**config.mk**
```make
export PLATFORM = sky130hd
export DESIGN_NAME = branch_resolve_unit
export DESIGN_NICKNAME = d
export VERILOG_FILES = /design/src/rtl/bru_pkg.sv /design/src/rtl/br_cond_eval.sv /design/src/rtl/branch_resolve_unit.sv
export SDC_FILE = /design/constraint.sdc
export NUM_CORES = 1
export LEC_CHECK = 0
export CORE_MARGIN = 2
export CORE_UTILIZATION = 38
export CTS_CLUSTER_DIAMETER = 100
export DETAILED_ROUTE_END_ITERATION = 8
export HOLD_SLACK_MARGIN = 0.05
export PLACE_DENSITY_LB_ADDON = 0.12
export SLEW_MARGIN = 40
export SYNTH_ARGS = -nofsm -noshare
export SYNTH_HDL_FRONTEND = slang
export SYNTH_SLANG_ARGS = --single-unit
export TNS_END_PERCENT = 5
```
**constraint.sdc**
```tcl
create_clock -name i_clk -period 2.1 [get_ports i_clk]
set_clock_uncertainty 0.15 [all_clocks]
set_input_delay 0.525 -clock i_clk [delete_from_list [all_inputs] [get_ports i_clk]]
set_output_delay 0.525 -clock i_clk [all_outputs]
set_load 0.05 [all_outputs]
```
**src/rtl/bru_pkg.sv**
```systemverilog
// Shared funct3 encodings and FSM state type for the EX-stage branch resolution unit.
package bru_pkg;

    localparam logic [2:0] F3_BEQ  = 3'b000;
    localparam logic [2:0] F3_BNE  = 3'b001;
    localparam logic [2:0] F3_BLT  = 3'b100;
    localparam logic [2:0] F3_BGE  = 3'b101;
    localparam logic [2:0] F3_BLTU = 3'b110;
    localparam logic [2:0] F3_BGEU = 3'b111;

    typedef enum logic {
        BRU_IDLE,
        BRU_FLUSH
    } bru_state_t;

endpackage

```
**src/rtl/br_cond_eval.sv**
```systemverilog
// Branch condition evaluator: maps funct3 and the comparator's less/equal flags to taken/illegal.
// Purely combinational; the unsigned/signed choice is made upstream in the comparator.
module br_cond_eval
    import bru_pkg::*;
(
    input  logic [2:0] funct3,
    input  logic       less,
    input  logic       equal,
    output logic       taken,
    output logic       illegal
);

    always_comb begin
        taken   = 1'b0;
        illegal = 1'b0;
        case (funct3)
            F3_BEQ:           taken = equal;
            F3_BNE:           taken = !equal;
            F3_BLT, F3_BLTU:  taken = less;
            F3_BGE, F3_BGEU:  taken = !less;
            default:          illegal = 1'b1;
        endcase
    end

endmodule

```
**src/rtl/branch_resolve_unit.sv**
```systemverilog
// EX-stage branch/JALR resolution against always-taken prediction; redirect and flushes are registered, one cycle after resolve.
// BRU_PERF_CNT_EN adds saturating resolve/mispredict counters; otherwise the counter ports are tied to 0.
module branch_resolve_unit
    import bru_pkg::*;
#(
    parameter int XLEN  = 32,
    parameter int CNT_W = 32
) (
    input  logic             i_clk,
    input  logic             i_reset,
    input  logic             i_stall,
    input  logic             i_ex_valid,
    input  logic             i_ex_is_br,
    input  logic             i_ex_is_jalr,
    input  logic [2:0]       i_ex_funct3,
    output logic             o_br_un,
    input  logic             i_br_less,
    input  logic             i_br_equal,
    input  logic [XLEN-1:0]  i_ex_pc,
    input  logic [XLEN-1:0]  i_ex_pred_target,
    input  logic [XLEN-1:0]  i_ex_jalr_target,
    output logic             o_redirect,
    output logic [XLEN-1:0]  o_redirect_pc,
    output logic             o_flush_ifid,
    output logic             o_flush_idex,
    output logic             o_br_illegal,
    output logic [CNT_W-1:0] o_br_count,
    output logic [CNT_W-1:0] o_mispred_count
);

    bru_state_t      state;
    logic            taken;
    logic            illegal;
    logic            resolve;
    logic            mispred;
    logic            illegal_hit;
    logic [XLEN-1:0] fix_pc;
    logic [XLEN-1:0] jalr_eff;

    br_cond_eval u_cond (
        .funct3  (i_ex_funct3),
        .less    (i_br_less),
        .equal   (i_br_equal),
        .taken   (taken),
        .illegal (illegal)
    );

    assign o_br_un  = i_ex_funct3[1];
    assign jalr_eff = {i_ex_jalr_target[XLEN-1:1], 1'b0};

    // In FLUSH the EX slot holds a wrong-path instruction, so nothing resolves.
    assign resolve = (state == BRU_IDLE) && i_ex_valid && !i_stall
                     && (i_ex_is_br || i_ex_is_jalr);

    always_comb begin
        mispred     = 1'b0;
        illegal_hit = 1'b0;
        fix_pc      = '0;
        if (resolve) begin
            if (i_ex_is_jalr) begin
                mispred = (jalr_eff != i_ex_pred_target);
                fix_pc  = jalr_eff;
            end else if (illegal) begin
                illegal_hit = 1'b1;
            end else if (!taken) begin
                mispred = 1'b1;
                fix_pc  = i_ex_pc + XLEN'(4);
            end
        end
    end

    always_ff @(posedge i_clk or posedge i_reset) begin
        if (i_reset) begin
            state         <= BRU_IDLE;
            o_redirect    <= 1'b0;
            o_redirect_pc <= '0;
            o_flush_ifid  <= 1'b0;
            o_flush_idex  <= 1'b0;
            o_br_illegal  <= 1'b0;
        end else begin
            o_redirect    <= 1'b0;
            o_redirect_pc <= '0;
            o_flush_ifid  <= 1'b0;
            o_flush_idex  <= 1'b0;
            o_br_illegal  <= 1'b0;
            case (state)
                BRU_IDLE: begin
                    o_br_illegal <= illegal_hit;
                    if (mispred) begin
                        state         <= BRU_FLUSH;
                        o_redirect    <= 1'b1;
                        o_redirect_pc <= fix_pc;
                        o_flush_ifid  <= 1'b1;
                        o_flush_idex  <= 1'b1;
                    end
                end
                BRU_FLUSH: state <= BRU_IDLE;
                default:   state <= BRU_IDLE;
            endcase
        end
    end

`ifdef BRU_PERF_CNT_EN
    logic [CNT_W-1:0] br_cnt;
    logic [CNT_W-1:0] mis_cnt;

    always_ff @(posedge i_clk or posedge i_reset) begin
        if (i_reset) begin
            br_cnt  <= '0;
            mis_cnt <= '0;
        end else begin
            if (resolve && (br_cnt != '1)) begin
                br_cnt <= br_cnt + CNT_W'(1);
            end
            if (mispred && (mis_cnt != '1)) begin
                mis_cnt <= mis_cnt + CNT_W'(1);
            end
        end
    end

    assign o_br_count      = br_cnt;
    assign o_mispred_count = mis_cnt;
`else
    assign o_br_count      = '0;
    assign o_mispred_count = '0;
`endif

endmodule
```
==> run metrics, run 1 <==
outcome finished clean; most common cell after layout, fill and taps aside buf_4; Syn Inst Count ~350; drt wl/cell between 15 and 20 µm; DRC viols 0; post-route ant nets 0; PortBufs 142; max frequency between 400 and 500 MHz; P per Cell Area between 400 and 500 mW/mm²; Hold Path Class input pin to flip-flop; Most used DFF post-synth dfrtp_1; Clock Pin Slew Worst Setup and Hold Paths about 0.07 ns; DPL Wire Length around 8000 µm; Placer Congestion around 0.88; initial cell density of the core around two fifths; Final Hold Fails 0; Detailed Routing Iterations Pass 1 4; final core utilization between 70% and 80%; layout cells sized above 1 a little under two fifths; proportion of netlist area held by the largest area contributor between 20% and 30%; antenna violations before repair 0; vias per inst approximately 4.9; Mean Syn Cell Area between 8 and 9 µm²; crit path capture type flip-flop; clk root buf clkbuf_8; width of the die 90.9 µm; R2R Setup Slk between 0.5 and 0.6 ns; r2r worst-path depth 5; R2R Path End o_redirect_pc[31]; H-tree lvl count 2; DRT Wirelength 10500 µm; Worst Path Max Fanout 5; max cap viols 0; gr ovfl total 0; Worst path slowest cell or4b_4; I/O Pins 208; clock buffer depth 2; clk sinks 34; #FFs+latches synth 34; Final Cycle Share between 90% and 100%; RSZ-0062 raised after global routing true; sequential-to-total area share from yosys stat 29.6%; total track usage a little under a quarter; yosys warns 0; Slew Limit Fails 0; Final nets 686; Clk Latency, worst-skew pair 0.28 ns; largest net degree at the start of global routing 41; hold_ws 0.447 ns; standard-cell rows 31; post-cts hold buffer count 0; Die ar. ~0.0083 mm²; DR vias about 3300; Die Ht ~90 µm; vias in the first global route roughly 3200; min-delay src i_ex_jalr_target[27]; commonest non-fill, non-tap cells in the layout 120 x buf_4, 64 x conb_1, 43 x dlygate4sd2_1, 34 x dfrtp_1, 28 x xor2_1; WHS Endpoint o_redirect_pc[27]; Setup-failing EPs final 0; CTS Buf Count 5; CTS tree yes; Synth async-reset ratio 100%; CP Class input pin to flip-flop; Post-Syn Area between 0.002 and 0.003 mm²; reg2reg start o_flush_idex; Area contributors post-synth dfrtp_1 30%, buf_4 18%, xor2_1 12%, nor4_1 3.9%, a21oi_1 3.5%; synthesis-to-layout area growth 78.4%; number of flops mapped to enable cells by yosys 0; hold depth 4; critical path cell sequence clkdlybuf4s15_1, nand4_1, or4b_4, buf_6, o31a_1, o21ai_1, a21oi_1; VDD IR max around 0.00029 V; Cell variety after synth 39; leakage dissipation ~0.0025 µW; Pwr Total about 2200 µW; Antenna Cells 0; core area ~0.0073 mm²; Startpoint Class input pin; WP data arrival approximately 2.1 ns; data required time at the worst endpoint between 2 and 2.5 ns; first-pass GRT wire length about 16000 µm; cell taking the most area after synthesis dfrtp_1; drt first-iter violations roughly 110; fin crit period 2.10 ns; Critical Path Max Stage Delay between 0.5 and 0.6 ns
synth_stat cells (3+ instances only):
master	n
buf_2	3
a22oi_1	11
nand3b_1	3
buf_4	67
nor4_1	18
nand3_1	8
dfrtp_1	34
clkbuf_1	11
inv_1	7
xor2_1	39
nor2_1	23
o31a_1	9
nand2_1	23
nor3b_1	3
a21oi_1	20
nand4_1	12
xnor2_1	7
o21ai_0	12
nor3_1	11
cell families (layout without fill, tap and decap cells):
| logic type | Yosys count | in the layout | share of synthesized area, % |
|---|---|---|---|
| compound gates | 60 | 60 | 13.0 |
| xor+xnor | 46 | 46 | 14.0 |
| fa+ha+maj | 1 | 1 | 0.435 |
| buf+inv | 89 | 257 | 20.8 |
| flops | 34 | 34 | 29.6 |
| other cells | 1 | 64 | 0.131 |
| simple gates | 116 | 117 | 22.0 |
area by class of cell:
type,instances,area (µm²)
fillers,631,2170
flip-flops and latches,34,851
well taps,99,124
clock inverters,1,5.00
repair buffers,242,2070
clock buffers,7,86.3
inverters,7,26.3
multi-input cells,288,1960
routing by layer:
metal  share of wire, %  global-route usage (%)  vias up  wire (µm)
li1                   -                       -     1542          -
met1                 39                    29.3     1563       4160
met2                 51                    40.9      168       5340
met3                7.2                    4.73       23        763
met4                2.7                    8.96        0        289
met5                  0                       0        -          0
through the flow:
stage	instances	instance area [µm²]	worst slack [ns]	setup TNS, ns
finish	678	5130	0.00125	0
global route	678	5130	-0.0452	-0.419
CTS	674	4890	0.00172	0
detailed placement	659	4730	-0.707	-22.54
global placement	659	4730	-0.716	-23.04
floorplan	410	3130	-0.00622	-0.00731
how the worst max path moves through the flow:
| stage | end | from | slack (ns) | cells after the start |
|---|---|---|---|---|
| floorplan | o_redirect_pc[28] | i_ex_pc[2] | -0.006 | 7 |
| global placement | o_redirect_pc[18] | i_ex_jalr_target[20] | -0.72 | 8 |
| detailed placement | o_redirect_pc[25] | i_ex_jalr_target[20] | -0.71 | 8 |
| CTS | o_redirect_pc[31] | i_ex_pc[27] | 0.002 | 6 |
| global route | o_redirect_pc[29] | i_ex_pc[21] | -0.05 | 7 |
| finish | o_redirect_pc[29] | i_ex_pc[10] | 0.001 | 7 |
sequential cells by signal, summed over array words and instances, names as in the netlist:
name           flops
o_flush_idex       1
o_br_illegal       1
o_redirect_pc     32
where the power goes:
part	switching, µW	total [µW]	internal, µW	leakage, µW
Clock	239	504	265	0.0000482
Combinational	631	997	366	0.00202
Sequential	6.16	680	674	0.000468
repair_timing:
item | CTS | global route
gates cloned | 4 | 2
endpoints found under the setup margin | 33 | 33
endpoints found under the hold margin | 0 | 0
pin swaps | 36 | 40
buffers inserted | 3 | 2
resized for setup | 135 | 97
worst max-delay path, delay by kind of cell:
| kind | cells | cell delay (ns) |
|---|---|---|
| AOI/OAI and AO/OA | 3 | 0.55 |
| and+or+nand+nor | 2 | 0.71 |
| buffers and inverters | 2 | 0.34 |
No activity file was read; power rests on OpenSTA's default activity.
==> inputs of run 2 (changes only) <==
CORE_UTILIZATION = 25   (was 38)
==> run 2 against run 1 <==
  * Wire length is 7.5% higher
  * Highest routed layer unchanged
  * Combinational power rose by 5%
  * Design area up 8.9%
  * Hold slack worse by 0.013 ns
  * Non-clock buffer count rose by 17
  * Total power up 14%
  * Flip-flop and latch count unchanged
==> run metrics, run 2 (synthesis gave the netlist of run 1 again) <==
PortBufs 142 (unchanged); leakage dissipation 0.00280 µW (+10%); clk sinks 34 (unchanged); fin cells 739 (+9.0%); critical path cell sequence buf_2, xor2_2, nor4_2, buf_4, nand4_1, o21ai_4, buf_6, buf_6, buf_16, a21oi_2; GR Util met2 30.4% (-11 points); Worst path slowest cell nor4_2; max frequency 478 MHz (+0.34%); total track usage 17.5% (-6.2 points); WP data arrival 2.10 ns (-0.02 ns); Worst Path Max Fanout 5 (unchanged); outcome finished clean; synthesis-to-layout area growth 94.4%; Final Cycle Share 99.6% (-0.34 points); CP top delay family buffers and inverters; RSZ-0062 raised after global routing true; post-cts hold buffer count 0 (unchanged); P per Cell Area 445 mW/mm² (+4.5%); data required time at the worst endpoint 2.11 ns (about the same); Final Hold Fails 0 (unchanged); M3 GR Usage 3.61% (-1.1 points); most common cell after layout, fill and taps aside buf_4; fillcell total 1116 (+77%); largest registers o_redirect_pc (32), o_br_illegal (1), o_flush_idex (1); Buffers & Inverters on Critical Path 5 (+3); CP dominant cell by count buf_6; Startpoint Class input pin; Clk Latency, worst-skew pair 0.28 ns (about the same); post-route ant nets 0 (unchanged); drt wl/cell 15.4 µm (-1.3%); Setup-failing EPs final 0 (unchanged); Die Ht 111 µm (+22%); DR vias 3273 (-0.70%); Critical Path Max Stage Delay 0.31 ns (-0.24 ns); CTS tree yes; crit path capture type flip-flop; initial cell density of the core 25.4% (-14 points); GRT Max-Usage Layer met2; Cells after DPL 713 (+8.2%); VDD IR max 0.000363 V (+24%); Die ar. 0.0124 mm² (+49%); Antenna Cells 0 (unchanged); Hold Path Class input pin to flip-flop; clk root buf clkbuf_16; max reg flops 32 (unchanged); standard-cell rows 39 (+26%); gr ovfl total 0 (unchanged); DRC viols 0 (unchanged); Slew Limit Fails 0 (unchanged); M1 GR Usage 22.3% (-7.0 points); layout cells sized above 1 41.8% (+4.6 points); Detailed Routing Iterations Pass 1 4 (unchanged); width of the die 111 µm (+22%); hold_ws 0.434 ns (-0.0128 ns); Biggest register o_redirect_pc; clock buffer depth 2 (unchanged); Clock Pin Slew Worst Setup and Hold Paths 0.06 ns (about the same); vias per inst 4.43 (-8.9%); CTS Buf Count 5 (unchanged); core area 0.0113 mm² (+55%); Final nets 703 (+2.5%); antenna violations before repair 0 (unchanged); drt first-iter violations 136 (+23%); Placer Congestion 0.835 (-5.4%); first-pass GRT wire length 17200 µm (+9.0%); DPL Wire Length 8500 µm (+8.3%); CP Class input pin to flip-flop; fin crit period 2.09 ns (-0.00716 ns); vias in the first global route 3256 (+3.3%); largest net degree at the start of global routing 35 (-15%); I/O Pins 208 (unchanged); DRT Wirelength 11300 µm (+7.5%); max cap viols 0 (unchanged); commonest non-fill, non-tap cells in the layout 134 x buf_4, 64 x conb_1, 35 x dlygate4sd2_1, 34 x dfrtp_1, 31 x xor2_1; H-tree lvl count 2 (unchanged)
[run 2: cell count changes in the layout (fill, tap and decap cells not counted), moves of 5 or more]
cell             change
buf_16               +5
clkbuf_16            +5
clkdlybuf4s50_1      -5
dlymetal6s2s_1      +10
clkbuf_8             -5
a21oi_1              -7
buf_4               +14
a21oi_2              +7
dlygate4sd2_1        -8
buf_6                -5
[run 2: area by class of cell]
| cell class | count | area (µm²) | area share, % |
|---|---|---|---|
| inverter | 7 | 26.3 | 0.471 |
| tap | 143 | 179 | 3.20 |
| clock buffer | 7 | 143 | 2.55 |
| multi-input combinational | 288 | 2020 | 36.1 |
| sequential | 34 | 851 | 15.2 |
| timing repair buffer | 259 | 2360 | 42.3 |
| clock inverter | 1 | 5.00 | 0.0896 |
[run 2: worst paths after layout]
kind	slack (ns)	startpoint	cells past startpoint	end
max in group asynchronous	0.96	i_reset	3	o_redirect_pc[21]
min reg2reg	0.66	o_flush_idex	3	o_br_illegal
min in group asynchronous	0.51	i_reset	3	o_redirect_pc[12]
min	0.43	i_ex_jalr_target[1]	4	o_redirect_pc[1]
max	0.008	i_ex_jalr_target[28]	10	o_redirect_pc[15]
max reg2reg	0.40	o_flush_idex	7	o_flush_idex
[run 2: worst register-to-register path: cells and delay by family, from the launching register on]
kind                   cells  cell delay, ns
flip-flops                 1            0.41
buffers and inverters      4            0.55
AND/OR/NAND/NOR            1            0.30
AO/OA/AOI/OAI              2            0.20
[run 2: layer usage]
layer,routed length (µm),vias up
met5,0,-
met4,153,0
met3,761,8
met2,5610,160
met1,4820,1533
li1,-,1572
[run 2: repair_timing]
item	4_1_cts	5_1_grt
resized for setup	170	100
buffers inserted	9	4
endpoints found under the setup margin	33	33
pin swaps	40	48
cloned	5	1
[run 2: metrics by stage]
| step | setup TNS (ns) | cell area (µm²) | total power (µW) | utilization (%) | setup WS, ns |
|---|---|---|---|---|---|
| floorplan | -0.00731 | 3130 | 1290 | - | -0.00622 |
| global placement | -26.65 | 4880 | 1670 | 43.1 | -0.856 |
| global route | -1.50 | 5580 | 2580 | 49.3 | -0.0707 |
| detailed placement | -25.98 | 4880 | 1680 | 43.1 | -0.831 |
| finish | 0 | 5580 | 2480 | 49.3 | 0.00840 |
| CTS | -1.45 | 5370 | 2480 | 47.4 | -0.0891 |
[run 2: power breakdown]
group	internal (µW)	switching [µW]	total, µW
logic	408	643	1050
clock network	470	280	750
registers	675	6.57	682
